$ cat config.mk
export PLATFORM = sky130hd
export DESIGN_NAME = pc_ras_unit_flat
export DESIGN_NICKNAME = d
export VERILOG_FILES = /design/src/rtl/pc_ras_unit_pkg.sv /design/src/rtl/pc_ras_unit_if.sv /design/src/rtl/pc_ras_unit_stack.sv /design/src/rtl/pc_ras_unit.sv /design/src/flat_wrapper.sv
export SDC_FILE = /design/constraint.sdc
export NUM_CORES = 1
export LEC_CHECK = 0
export ABC_AREA = 1
export CAP_MARGIN = 30
export CORE_MARGIN = 3
export CORE_UTILIZATION = 35
export CTS_CLUSTER_SIZE = 30
export DETAILED_ROUTE_END_ITERATION = 10
export PLACE_DENSITY = 0.6
export SYNTH_ARGS = -nofsm -noshare
export SYNTH_HDL_FRONTEND = slang
export SYNTH_SLANG_ARGS = --single-unit
$ cat constraint.sdc
create_clock -name clk -period 3 [get_ports clk]
set_input_delay 0.45 -clock clk [delete_from_list [all_inputs] [get_ports clk]]
set_output_delay 0.45 -clock clk [all_outputs]
set_load 0.01 [all_outputs]
$ cat src/rtl/pc_ras_unit_pkg.sv
// Shared definitions for the program-counter unit and its return-address stack.
package pc_pkg;

    localparam int INSTR_BYTES = 4;

    typedef enum logic [2:0] {
        SEL_SEQ,
        SEL_BRANCH,
        SEL_JMP,
        SEL_CALL,
        SEL_RET
    } next_sel_t;

    // Width of a counter that must hold 0..depth inclusive.
    function automatic int ras_cnt_w(input int depth);
        return $clog2(depth + 1);
    endfunction

endpackage

$ cat src/rtl/pc_ras_unit_if.sv
// Fetch-control bundle between the pipeline control and the PC unit.
interface pc_ras_unit_if #(
    parameter int WIDTH     = 32,
    parameter int RAS_DEPTH = 4
);
    import pc_pkg::*;

    localparam int CW = ras_cnt_w(RAS_DEPTH);

    logic             stall;
    logic             zeroflag;
    logic             branchFlag;
    logic [WIDTH-1:0] branchOffset;
    logic             jmpFlag;
    logic [WIDTH-1:0] jmpAddress;
    logic             callFlag;
    logic             retFlag;
    logic [WIDTH-1:0] out;
    logic [CW-1:0]    rasCount;
    logic             rasOverflow;
    logic             rasUnderflow;

    modport master (
        output stall, zeroflag, branchFlag, branchOffset, jmpFlag, jmpAddress, callFlag, retFlag,
        input  out, rasCount, rasOverflow, rasUnderflow
    );

    modport slave (
        input  stall, zeroflag, branchFlag, branchOffset, jmpFlag, jmpAddress, callFlag, retFlag,
        output out, rasCount, rasOverflow, rasUnderflow
    );

endinterface

$ cat src/rtl/pc_ras_unit_stack.sv
// Circular return-address stack: the oldest entry is silently overwritten when full,
// and the top entry is readable combinationally.
module pc_ras_stack
    import pc_pkg::*;
#(
    parameter int WIDTH = 32,
    parameter int DEPTH = 4
) (
    input  logic                        clk,
    input  logic                        rst,
    input  logic                        push,
    input  logic                        pop,
    input  logic [WIDTH-1:0]            push_data,
    output logic [WIDTH-1:0]            top,
    output logic [ras_cnt_w(DEPTH)-1:0] count,
    output logic                        overflow,
    output logic                        underflow
);

    localparam int PW = $clog2(DEPTH);
    localparam int CW = ras_cnt_w(DEPTH);

    logic [WIDTH-1:0] mem [DEPTH];
    logic [PW-1:0]    ptr_reg;
    logic [PW-1:0]    ptr_prev;
    logic [CW-1:0]    count_reg;
    logic             overflow_reg;
    logic             underflow_reg;
    logic             empty;
    logic             full;

    assign ptr_prev  = ptr_reg - PW'(1);
    assign empty     = (count_reg == '0);
    assign full      = (count_reg == CW'(DEPTH));
    assign top       = mem[ptr_prev];
    assign count     = count_reg;
    assign overflow  = overflow_reg;
    assign underflow = underflow_reg;

    // Contents need no reset: count gates every read that matters.
    always_ff @(posedge clk) begin
        if (push) begin
            mem[ptr_reg] <= push_data;
        end
    end

    always_ff @(posedge clk or negedge rst) begin
        if (!rst) begin
            ptr_reg       <= '0;
            count_reg     <= '0;
            overflow_reg  <= 1'b0;
            underflow_reg <= 1'b0;
        end else begin
            overflow_reg  <= push & full;
            underflow_reg <= pop & empty;
            if (push) begin
                ptr_reg <= ptr_reg + PW'(1);
                if (!full) begin
                    count_reg <= count_reg + CW'(1);
                end
            end else if (pop && !empty) begin
                ptr_reg   <= ptr_prev;
                count_reg <= count_reg - CW'(1);
            end
        end
    end

endmodule

$ cat src/rtl/pc_ras_unit.sv
// Fetch-stage program counter with branch/jump/call/return select and an
// internal return-address stack.
module pc_ras_unit
    import pc_pkg::*;
#(
    parameter int               WIDTH        = 32,
    parameter logic [WIDTH-1:0] RESET_VECTOR = '0,
    parameter int               RAS_DEPTH    = 4
) (
    input  logic         clk,
    input  logic         rst,
    pc_ras_unit_if.slave bus
);

    localparam int CW = ras_cnt_w(RAS_DEPTH);

    logic [WIDTH-1:0] pc_reg;
    logic [WIDTH-1:0] pc_next;
    logic [WIDTH-1:0] seq;
    logic [WIDTH-1:0] branch_target;
    logic [WIDTH-1:0] ras_top;
    logic [CW-1:0]    ras_count;
    logic             ras_empty;
    logic             push;
    logic             pop;
    next_sel_t        sel;

    assign seq           = pc_reg + WIDTH'(INSTR_BYTES);
    assign branch_target = seq + (bus.branchOffset << 2);
    assign ras_empty     = (ras_count == '0);

    // A return outranks a call, so a simultaneous call never pushes.
    assign pop  = !bus.stall & bus.retFlag;
    assign push = !bus.stall & !bus.retFlag & bus.callFlag;

    always_comb begin
        sel = SEL_SEQ;
        if (bus.retFlag) begin
            sel = ras_empty ? SEL_SEQ : SEL_RET;
        end else if (bus.callFlag) begin
            sel = SEL_CALL;
        end else if (bus.jmpFlag) begin
            sel = SEL_JMP;
        end else if (bus.branchFlag && bus.zeroflag) begin
            sel = SEL_BRANCH;
        end
    end

    always_comb begin
        pc_next = seq;
        case (sel)
            SEL_RET:            pc_next = ras_top;
            SEL_CALL, SEL_JMP:  pc_next = bus.jmpAddress;
            SEL_BRANCH:         pc_next = branch_target;
            default:            pc_next = seq;
        endcase
    end

    always_ff @(posedge clk or negedge rst) begin
        if (!rst) begin
            pc_reg <= RESET_VECTOR;
        end else if (!bus.stall) begin
            pc_reg <= pc_next;
        end
    end

    pc_ras_stack #(
        .WIDTH (WIDTH),
        .DEPTH (RAS_DEPTH)
    ) u_stack (
        .clk       (clk),
        .rst       (rst),
        .push      (push),
        .pop       (pop),
        .push_data (seq),
        .top       (ras_top),
        .count     (ras_count),
        .overflow  (bus.rasOverflow),
        .underflow (bus.rasUnderflow)
    );

    assign bus.out      = pc_reg;
    assign bus.rasCount = ras_count;

endmodule

$ cat src/flat_wrapper.sv
// flat-port wrapper written by rule: the top's interface ports become plain ports
module pc_ras_unit_flat import pc_pkg::*;
#(
    parameter int               WIDTH        = 32,
    parameter logic [WIDTH-1:0] RESET_VECTOR = '0,
    parameter int               RAS_DEPTH    = 4
)
  (clk, rst, bus_stall, bus_zeroflag, bus_branchFlag, bus_branchOffset, bus_jmpFlag, bus_jmpAddress, bus_callFlag, bus_retFlag, bus_out, bus_rasCount, bus_rasOverflow, bus_rasUnderflow);
  pc_ras_unit_if #(.WIDTH(WIDTH), .RAS_DEPTH(RAS_DEPTH)) bus_i ();
  input  logic clk;
  input  logic rst;
  input wire logic [$bits(bus_i.stall)-1:0] bus_stall;
  input wire logic [$bits(bus_i.zeroflag)-1:0] bus_zeroflag;
  input wire logic [$bits(bus_i.branchFlag)-1:0] bus_branchFlag;
  input wire logic [$bits(bus_i.branchOffset)-1:0] bus_branchOffset;
  input wire logic [$bits(bus_i.jmpFlag)-1:0] bus_jmpFlag;
  input wire logic [$bits(bus_i.jmpAddress)-1:0] bus_jmpAddress;
  input wire logic [$bits(bus_i.callFlag)-1:0] bus_callFlag;
  input wire logic [$bits(bus_i.retFlag)-1:0] bus_retFlag;
  output wire logic [$bits(bus_i.out)-1:0] bus_out;
  output wire logic [$bits(bus_i.rasCount)-1:0] bus_rasCount;
  output wire logic [$bits(bus_i.rasOverflow)-1:0] bus_rasOverflow;
  output wire logic [$bits(bus_i.rasUnderflow)-1:0] bus_rasUnderflow;
  assign bus_i.stall = bus_stall;
  assign bus_i.zeroflag = bus_zeroflag;
  assign bus_i.branchFlag = bus_branchFlag;
  assign bus_i.branchOffset = bus_branchOffset;
  assign bus_i.jmpFlag = bus_jmpFlag;
  assign bus_i.jmpAddress = bus_jmpAddress;
  assign bus_i.callFlag = bus_callFlag;
  assign bus_i.retFlag = bus_retFlag;
  assign bus_out = bus_i.out;
  assign bus_rasCount = bus_i.rasCount;
  assign bus_rasOverflow = bus_i.rasOverflow;
  assign bus_rasUnderflow = bus_i.rasUnderflow;
  pc_ras_unit #(.WIDTH(WIDTH), .RESET_VECTOR(RESET_VECTOR), .RAS_DEPTH(RAS_DEPTH)) u_core (.clk(clk), .rst(rst), .bus(bus_i));
endmodule
==> run metrics <==
outcome complete, but fails checks; failing checks negative setup slack; reg2reg start u_core.bus.out[2]; max FFs per register 128; worst relative slew slack 0.456; NumNets Final 1657; most frequent cells in the layout nand2_1 (397), buf_4 (153), inv_1 (135), edfxtp_1 (128), clkdlybuf4s50_1 (105); final worst path period need 3.02 ns; power density cells 910 nW/um^2; FF-to-FF setup slack -0.02 ns; Worst setup SP type flip-flop; Async SR Flop Fraction 0.234; RSZ-0062 raised after global routing true; area grow syn2layout 41.9%; GPL Wtd Cong 0.897; DR iter-0 viols 769; fillers 2627; Port Buffer Count 106; final hold viol count 0; mapped cell area 10200 um^2; Die Span Y 177 um; DIE AREA 31200 um^2; Worst path top cell family by delay simple AND/OR/NAND/NOR gates; DR pass1 iterations 5; CP arrival 3.34 ns; Total Power Consumption 13.2 mW; total wire length 33600 um; Post-synth EDFFs 128; Worst Skew 0.0137 ns; Worst R2R End u_core.bus.out[30]; CTS sink count 167; die width 177 um; Synth Flop Type edfxtp_1; CP Capture Type flip-flop; sequential element share of the synthesized area 0.472; CTS tree yes; post-synth net total 1409; Slew Limit Fails 0; Peak VDD IR 0.376 mV; layout cell share with drive strength beyond 1 0.258; Setup CP Type reg -> reg; Hold WS 0.439 ns; core area 28200 um^2; Final HPWL DP 23800 um; PnR worst setup slack -0.0192 ns; Clock Tree Root clkbuf_16; # rows 61; Syn Inst Count 1297; Critical Path RT 3.33 ns; clock buffer depth 2; post-route cell area 14500 um^2; Final Cycle Share 1.01; Synth Register Bits 167; number of global-route vias before repair 8998; starting density of the core 0.361; All-Layer GR Usage 0.209; drt drc 0; Pleak 6.29 nW; DR WL/cell 17.4 um; H-tree Lvls 4; critical path's slowest cell dfrtp_1; Crit. Startpoint u_core.bus.out[2]; most common cell after layout, fill and taps aside nand2_1; pre-CTS setup slack -0.168 ns; worst min path class in -> async; endpoints failing setup 1; warnings from Yosys 0; ant diodes 0; Via density 5.00; Critical Path Max Stage Delay 0.40 ns; first-pass GRT wire length 49700 um; Clock Latency Late Sink 0.43 ns; boundary pin count 109; Clock Pin Slew Worst Setup and Hold Paths 0.07 ns; Avg Inst Size Synth 7.87 um^2; total gr overflow 0; f_max 331 MHz; CP Cell Sequence buf_4 -> inv_1 -> nor2_4 -> nand2_2 -> buf_4 -> nor2_4 -> nand2_2 -> xor2_2 -> inv_2 -> ha_4 -> nand2_4 -> nor2_4 -> inv_2 -> nor2_4 -> and2_4 -> nand2_2 -> nand2_1 -> nand2_1 -> nand3_1 -> nand2_1 -> nand3_1 -> nand2_1; CTS buffer count 17; total vias in the final route 9671; WP buf/inv 5; max-cap viol count 0; Critical Path Fanout Max 4; Least-Margin Pin Slew 0.815 ns; initial antenna violation count 0; largest net degree at the start of global routing 76; DP Area 12700 um^2; remaining antenna violation count 0; Reg2Reg Depth 22; synth unique cells 40; post-layout util 0.513
## cells in the mapped netlist (12+ instances only)
library cell / instances / area, um^2
nand2_1: 443 / 1660
inv_1: 156 / 586
edfxtp_1: 128 / 3840
nand3_1: 102 / 510
nor2_1: 87 / 327
a21oi_1: 68 / 340
dfrtp_1: 39 / 976
ha_1: 38 / 475
o21ai_0: 26 / 130
o21ai_1: 24 / 120
xor2_1: 24 / 210
a211oi_1: 22 / 165
clkbuf_1: 22 / 82.6
nand4_1: 17 / 106
inv_2: 12 / 45.0
## what timing repair did
item                                    CTS  global route
buffers inserted                          4            18
hold buffers                              1             0
pin swaps                                 5            65
gates resized for setup                  37           183
hold endpoints to repair                  9             0
endpoints found under the setup margin   17            23
## metrics by stage
step | instances | setup TNS [ns]
after floorplan | 1297 | 0
after global placement | 1880 | -0.754
after detailed placement | 1881 | -1.67
after CTS | 1918 | -0.0362
after global routing | 1936 | -3.03
final | 1936 | -0.0192
## report_power, final
group / internal [mW] / switching [mW]
sequential: 3.06 / 0.294
combinational: 3.15 / 4.48
clock: 1.25 / 0.949
## routing by layer
metal | global-route usage | wire [um] | up-vias
li1 | - | - | 4755
met1 | 0.295 | 14700 | 4546
met2 | 0.338 | 15800 | 314
met3 | 0.0313 | 2100 | 56
met4 | 0.0550 | 921 | 0
met5 | 0 | 0 | -
## how the worst max path moves through the flow
stage                               endpoint  slack, ns  cells past startpoint
detailed placement        u_core.bus.out[17]      -0.17                     21
finish                    u_core.bus.out[30]      -0.02                     22
floorplan           u_core.u_stack.mem[0][0]       0.06                      6
global placement          u_core.bus.out[17]      -0.10                     20
global route              u_core.bus.out[27]      -0.23                     20
CTS                       u_core.bus.out[29]      -0.03                     20
## layout make-up
type                    count  area, um^2  share of cell area
clock buffers              18         429              0.0297
clock inverters            14         169              0.0117
inverters                 170         638              0.0441
multi-input cells         919        5560               0.384
flip-flops and latches    167        4820               0.333
well taps                 378         473              0.0327
repair buffers            270        2380               0.164
## cell families (layout without fill, tap and decap cells)
logic type | count (synthesis) | after routing | share of synthesized area
AO/OA/AOI/OAI | 166 | 166 | 0.0927
adder cells (fa/ha/maj) | 40 | 40 | 0.0505
flip-flops | 167 | 167 | 0.472
AND/OR/NAND/NOR | 685 | 685 | 0.280
buffers and inverters | 211 | 472 | 0.0800
XOR/XNOR | 28 | 28 | 0.0240
Note: power is estimated with default switching activity, not from simulation.
